==> config.mk <==
export PLATFORM = sky130hd
export DESIGN_NAME = program_loader
export DESIGN_NICKNAME = d
export VERILOG_FILES = /design/src/rtl/program_loader.sv
export SDC_FILE = /design/constraint.sdc
export NUM_CORES = 1
export LEC_CHECK = 0
export CORE_ASPECT_RATIO = 0.5
export CORE_MARGIN = 8
export CORE_UTILIZATION = 35
export CTS_CLUSTER_DIAMETER = 80
export DETAILED_ROUTE_END_ITERATION = 10
export SLEW_MARGIN = 15
export SYNTH_ARGS = -nofsm -noshare
export SYNTH_HDL_FRONTEND = slang
export SYNTH_SLANG_ARGS = --single-unit
==> constraint.sdc <==
create_clock -name clk -period 2.8 [get_ports clk]
set_input_delay 0.28 -clock clk [delete_from_list [all_inputs] [get_ports clk]]
set_output_delay 0.28 -clock clk [all_outputs]
set_load 0.01 [all_outputs]
==> src/rtl/program_loader.sv <==
// Byte-serial boot loader: receives a framed little-endian program image over
// a valid/ready byte stream, writes 32-bit words to instruction memory and
// releases the core reset only after a frame with a matching checksum.
//
// Frame: LEN_LO, LEN_HI, 4*N payload bytes, XOR checksum of all prior bytes.
//
// Ports:
//   clk, reset           clock, asynchronous active-high reset
//   in_valid/in_data     input byte stream; in_ready accepts a byte
//   im_we/im_addr/im_wdata  instruction memory write port (one cycle per word)
//   core_reset           held high until a successful load
//   done / error         frame accepted / frame rejected (terminal)
//   words_loaded         words written in the current frame
//
// Optional feature: define LOADER_TIMEOUT_EN to abort a started frame after
// TIMEOUT_CYCLES idle cycles between bytes.
module program_loader #(
   parameter int          MAX_WORDS      = 16,
   parameter logic [63:0] BASE_ADDR      = 64'd0,
   parameter int          TIMEOUT_CYCLES = 1000
) (
   input  logic        clk,
   input  logic        reset,
   input  logic        in_valid,
   input  logic [7:0]  in_data,
   output logic        in_ready,
   output logic        im_we,
   output logic [63:0] im_addr,
   output logic [31:0] im_wdata,
   output logic        core_reset,
   output logic        done,
   output logic        error,
   output logic [15:0] words_loaded
);

   typedef enum logic [2:0] {
      S_LEN_LO,
      S_LEN_HI,
      S_DATA,
      S_WRITE,
      S_CKSUM,
      S_DONE,
      S_ERROR
   } state_t;

   localparam logic [15:0] MAX_N = 16'(MAX_WORDS);

   state_t      state;
   state_t      state_nx;
   logic [15:0] len_q;
   logic [7:0]  cksum_q;
   logic [1:0]  idx_q;
   logic        accept;
   logic [15:0] len_full;
   logic        timeout;

   assign in_ready = (state == S_LEN_LO) || (state == S_LEN_HI) ||
                     (state == S_DATA)   || (state == S_CKSUM);
   assign accept   = in_valid && in_ready;
   assign len_full = {in_data, len_q[7:0]};

`ifdef LOADER_TIMEOUT_EN
   localparam int TW = $clog2(TIMEOUT_CYCLES + 1);

   logic [TW-1:0] idle_q;
   logic          timed;

   // S_LEN_LO is excluded: an idle line before a frame is not a fault.
   assign timed   = (state == S_LEN_HI) || (state == S_DATA) ||
                    (state == S_CKSUM);
   assign timeout = timed && !accept && (idle_q == TW'(TIMEOUT_CYCLES));

   // Any non-timed state (including S_WRITE) clears the counter, so each
   // entry into a timed state starts from zero.
   always_ff @(posedge clk or posedge reset) begin
      if (reset)
         idle_q <= '0;
      else if (!timed || accept)
         idle_q <= '0;
      else
         idle_q <= idle_q + TW'(1);
   end
`else
   assign timeout = 1'b0;
`endif

   always_comb begin
      state_nx   = state;
      im_we      = 1'b0;
      done       = 1'b0;
      error      = 1'b0;
      core_reset = 1'b1;
      unique case (state)
         S_LEN_LO: begin
            if (accept)
               state_nx = S_LEN_HI;
         end
         S_LEN_HI: begin
            if (accept) begin
               if (len_full > MAX_N)
                  state_nx = S_ERROR;
               else if (len_full == 16'd0)
                  state_nx = S_CKSUM;
               else
                  state_nx = S_DATA;
            end
         end
         S_DATA: begin
            if (accept && idx_q == 2'd3)
               state_nx = S_WRITE;
         end
         S_WRITE: begin
            im_we = 1'b1;
            if (words_loaded + 16'd1 == len_q)
               state_nx = S_CKSUM;
            else
               state_nx = S_DATA;
         end
         S_CKSUM: begin
            if (accept)
               state_nx = (in_data == cksum_q) ? S_DONE : S_ERROR;
         end
         S_DONE: begin
            done       = 1'b1;
            core_reset = 1'b0;
         end
         S_ERROR: begin
            error = 1'b1;
         end
         default: state_nx = S_ERROR;
      endcase
      if (timeout)
         state_nx = S_ERROR;
   end

   always_ff @(posedge clk or posedge reset) begin
      if (reset)
         state <= S_LEN_LO;
      else
         state <= state_nx;
   end

   always_ff @(posedge clk or posedge reset) begin
      if (reset) begin
         len_q        <= '0;
         cksum_q      <= '0;
         idx_q        <= '0;
         im_addr      <= BASE_ADDR;
         im_wdata     <= '0;
         words_loaded <= '0;
      end else begin
         if (accept && state != S_CKSUM)
            cksum_q <= cksum_q ^ in_data;
         if (accept && state == S_LEN_LO)
            len_q[7:0] <= in_data;
         if (accept && state == S_LEN_HI)
            len_q[15:8] <= in_data;
         // First byte ends up in bits [7:0]: little-endian assembly.
         if (accept && state == S_DATA) begin
            im_wdata <= {in_data, im_wdata[31:8]};
            idx_q    <= idx_q + 2'd1;
            if (idx_q == 2'd3)
               im_addr <= BASE_ADDR + {46'd0, words_loaded, 2'b00};
         end
         if (state == S_WRITE)
            words_loaded <= words_loaded + 16'd1;
      end
   end

endmodule

# After elaboration in Yosys (flattened, before gate mapping)
# Cells that the tools add are included.
# classes
add_sub_neg	2
n_mul	0
n_div	0
order_cmp	1
eq_ne	14
n_shift	0
muxes	13
n_bitwise	2
n_reduce_logical	14
# ops
operator	n
$mux 3	7
$pmux 3 s6	1
$add 16x1->16 const B	1
$eq 16x16->1	1
$gt 16x5->1 const B	1
$logic_not 16->1	1
$eq 3x3->1 const B	3
$eq 8x8->1	1
$xor 8x8->8	1
$eq 3x2->1 const B	2
$logic_and 1x1->1	6
$ne 2x2->1 const B	3
$reduce_and 5->1	1
$mux 1	4
$eq 3x1->1 const B	1
$logic_not 3->1	1
$logic_or 1x1->1	3
$ne 3x3->1 const B	1
$add 2x1->2 const B	1
$eq 2x2->1 const B	1
$mux 2	1
$ne 2x1->1 const B	1
$reduce_and 2->1	1
$reduce_or 2->1	1
$not 1->1	1
# totals
register_bits	93
latchBits	0
mem_bits_rw	0
romBits	0
inputBits	11
out_inout_bits	117
word_cells	54
memories	0

# Logic depth before layout (Yosys ltp)
# depth
ltp_word	8
depth_mapped	8
depth_no_buf	7

# Worst setup path before layout
# OpenSTA, ideal clock, no wires.
# synth_timing
kind	register -> register
startpoint	register words_loaded[0]
endpoint	register state[2]
setup_ns	0.131
t_arrival_ns	2.106
required_ns	2.669
setup_slack_ns	0.563
path_stages_with_launch	9
path_buffers	1
path_cell_list	dfrtp_1 > ha_1 > nand3_1 > buf_2 > or3_1 > and3_1 > o211ai_1 > nor4_1 > or3_1
# synth_between
elab_chain_len	4
# synth_rtl
item	line	text
from (decl)	33	output logic [15:0] words_loaded
from (signal assigned)	166	words_loaded <= words_loaded + 16'd1;
$add 16x1->16	114	if (words_loaded + 16'd1 == len_q)
$eq 16x16->1	114	
$mux 3	114	
$pmux 3 s6	93	unique case (state)
to (signal assigned)	140	state <= state_nx;
to (decl)	48	state_t state;
# No other way between the ends.
# A chain may end at the register's enable or synchronous reset.

# Final worst setup path
# layout_timing
startpoint	register words_loaded[1]
endpoint	register state[2]
# Same word-level chain as after synthesis.

==> key figures <==
Clock network
  • Clock sink count: 93
  • Setup Buffers After CTS: 0
  • TritonCTS clock tree: built
  • Post-cts resize count: 0
  • Clock Tree Buf Depth: 2
  • Root Buffer: clkbuf_16
  • CTS Hold Bufs: 0
  • Worst-skew pair later-pin latency: 340 ps
  • H-Tree Depth: 3
  • Clock Pin Slew Worst Setup and Hold Paths: 60 ps
  • Number of buffers created by CTS: 9

Finish
  • Layout cells sized above 1: 18.9%
  • Final instance area: 5810 um^2
  • Diode count: 0
  • Final net count: 499
  • Synth-to-layout area growth: 20.9%
  • Post-layout util: 43.1%
  • Fillers: 1295

Setup path
  • Crit path max fanout: 11
  • WS Path Type: reg -> reg
  • WP depth: 7
  • CP Capture Type: flop
  • CP max stage delay: 480 ps
  • Critical-path top delay cell: dfrtp_1
  • CP Cell Sequence: ha_1 -> nand3_1 -> o31a_1 -> o211a_1 -> o2111ai_1 -> nor4_1 -> or3_1
  • Worst Path Buf+Inv: 0
  • CP Launch Type: flop
  • Register-to-Register Path Depth: 7
  • WP data arrival: 2700 ps
  • CP required: 3020 ps
  • Kind of cell adding the most delay to the critical path: compound AO/OA/AOI/OAI gates

Synth
  • Yosys top cell by area: dfrtp_1
  • Count leader, synth: dfrtp_1
  • Synth Flop Type: dfrtp_1
  • Number of flops mapped to enable cells by yosys: 0
  • Syn Inst Count: 410
  • Mapped Area: 4810 um^2
  • Most frequent cells after synthesis: 93 x dfrtp_1, 65 x mux2_2, 48 x buf_4
  • Yosys cell types: 50
  • Yosys warns: 0
  • Ranking of synthesized cells by area: dfrtp_1 48%, mux2_2 15%, buf_4 7.5%
  • Ys async rst share: 100%
  • Register bit total from synthesis: 93
  • Mean Syn Cell Area: 11.7 um^2
  • Seq/Total Area, Yosys: 48.4%
  • Area share of the largest cell type after synthesis: 48.4%

STA
  • Fmax: 404 MHz
  • Slew Limit Fails: 0
  • Unrepaired setup endpoints after global routing: false
  • Hold Slack: 373 ps
  • Tightest Pin Transition: 678 ps
  • Slew HR: 54.5%
  • Clock skew: 5.26 ps
  • Final hold violation count: 0
  • Setup TNS Final: 0 ps
  • Period minus WS final: 2480 ps
  • Period utilization: 88.5%
  • Final setup violating endpoints: 0

Power and ir drop
  • P_int: 0.00358 W
  • Static leakage: 2.46 nW
  • Max IR drop VDD: 0.512 mV
  • Switching share of power: 31.7%
  • P per Cell Area: 901 nW/um^2
  • Register share of total power: 42.2%
  • Power share of the combinational group: 36.1%
  • Clock Power Share: 21.6%
  • Switch Pwr: 0.00166 W

Drt
  • Vias: 3166
  • Per-cell routed wire length: 16.1 um
  • Number of detailed-route iterations in the first pass: 4
  • Post-route ant nets: 0
  • Initial DRC Count: 162
  • Residual DRC: 0
  • Vias per cell: 4.75
  • WL final: 10800 um

Die
  • Die height: 98.9 um
  • Core footprint: 13500 um^2
  • Initial Util: 35.7%
  • Die area: 18000 um^2
  • Row count: 30
  • Die W: 182 um
  • Io pins: 128

Status
  • Status: finished clean

Place
  • HPWL after DPL: 7820 um
  • Routability cong.: 0.858
  • Placed cell area: 5540 um^2
  • Port Buf Inserts: 79

Global route
  • Global-route wire length before repair: 17700 um
  • Largest net degree at the start of global routing: 50
  • Total GRT Usage: 12.2%
  • Total grt overflow: 0
  • Vias in the first global route: 3265
  • Antenna violations before repair: 0

Run
  • Max-cap violation count: 0

Hold path
  • Worst min path class: in -> async
## layer usage
| layer | GRT usage, % | vias to the layer above | routed length [um] |
|---|---|---|---|
| met1 | 15.7 | 1567 | 4990 |
| li1 | - | 1475 | - |
| met5 | 0 | - | 0 |
| met4 | 3.88 | 0 | 126 |
| met2 | 18.8 | 115 | 4750 |
| met3 | 4.48 | 9 | 891 |
## cells by family (layout without fill, tap and decap cells)
group                      Yosys count  in the layout  share of synthesized area (%)
xor gates and xnor gates            49             49                           8.93
and+or+nand+nor                     87             87                           10.2
other                                1             48                         0.0780
buffers and inverters               76            110                           11.5
muxes                               66             66                           15.4
adders and majority gates            2              2                          0.520
DFF                                 93             93                           48.4
AOI/OAI and AO/OA                   36             36                           4.97
## placed cells by master (no fill, tap or decap), types with 7 or more instances in the layout
master and count:
buf_4 8, clkbuf_16 9, clkdlybuf4s50_1 79, conb_1 48
dfrtp_1 93, mux2_2 65, nand2_1 23, nand3_1 11
nor2_1 9, nor3_1 7, o21ai_0 14, xnor2_1 39
xor2_1 10
## worst reg2reg max path: stages (launching register included)
cell and delay (ps):
dfrtp_1 480, ha_1 300, nand3_1 300, o31a_1 420
o211a_1 230, o2111ai_1 230, nor4_1 90, or3_1 300
## path summary, 6_finish.rpt
kind / start / end / slack, ps
setup / recovery: words_loaded[1]$_DFFE_PP0P_ / state[2]$_DFFE_PP0P_ / 320
hold / removal: reset / idx_q[1]$_DFFE_PP0P_ / 370
setup reg to reg: words_loaded[1]$_DFFE_PP0P_ / state[2]$_DFFE_PP0P_ / 320
hold reg to reg: idx_q[0]$_DFFE_PP0P_ / idx_q[0]$_DFFE_PP0P_ / 470
max in group asynchronous: reset / im_addr[16]$_DFFE_PP0P_ / 1750
min in group clk: idx_q[0]$_DFFE_PP0P_ / idx_q[0]$_DFFE_PP0P_ / 470
## area by class of cell
type                       instances  area [um^2]  area share (%)
sequential                        93         2330            40.0
multi-input combinational        288         2110            36.3
timing repair buffer              87          851            14.6
clock buffer                      15          268            4.61
tap                              176          220            3.79
inverter                           7         28.8           0.495
clock inverter                     1         5.00          0.0861
## per-stage QoR
step | std cells | worst slack, ps | power, W
2_1_floorplan | 457 | 99.7 | 0.00331
3_3_place_gp | 651 | 464 | 0.00411
3_5_place_dp | 651 | 338 | 0.00415
4_1_cts | 667 | 335 | 0.00532
5_1_grt | 667 | 145 | 0.00558
6_report | 667 | 323 | 0.00524
## power by group through the flow
| stage | Combinational, W | Sequential, W | Clock, W |
|---|---|---|---|
| detailed placement | 0.00192 | 0.00223 | 0 |
| global route | 0.00207 | 0.00229 | 0.00122 |
| floorplan | 0.00107 | 0.00224 | 0 |
| finish | 0.00189 | 0.00221 | 0.00113 |
| global placement | 0.00189 | 0.00222 | 0 |
| CTS | 0.00193 | 0.00222 | 0.00118 |
## flip-flops by register name (all words and copies together) (netlist names)
signal and count:
cksum_q 8, idx_q 2, im_addr 16, im_wdata 32
len_q 16, state 3, words_loaded 16
Power figures use the tool's default switching activity.
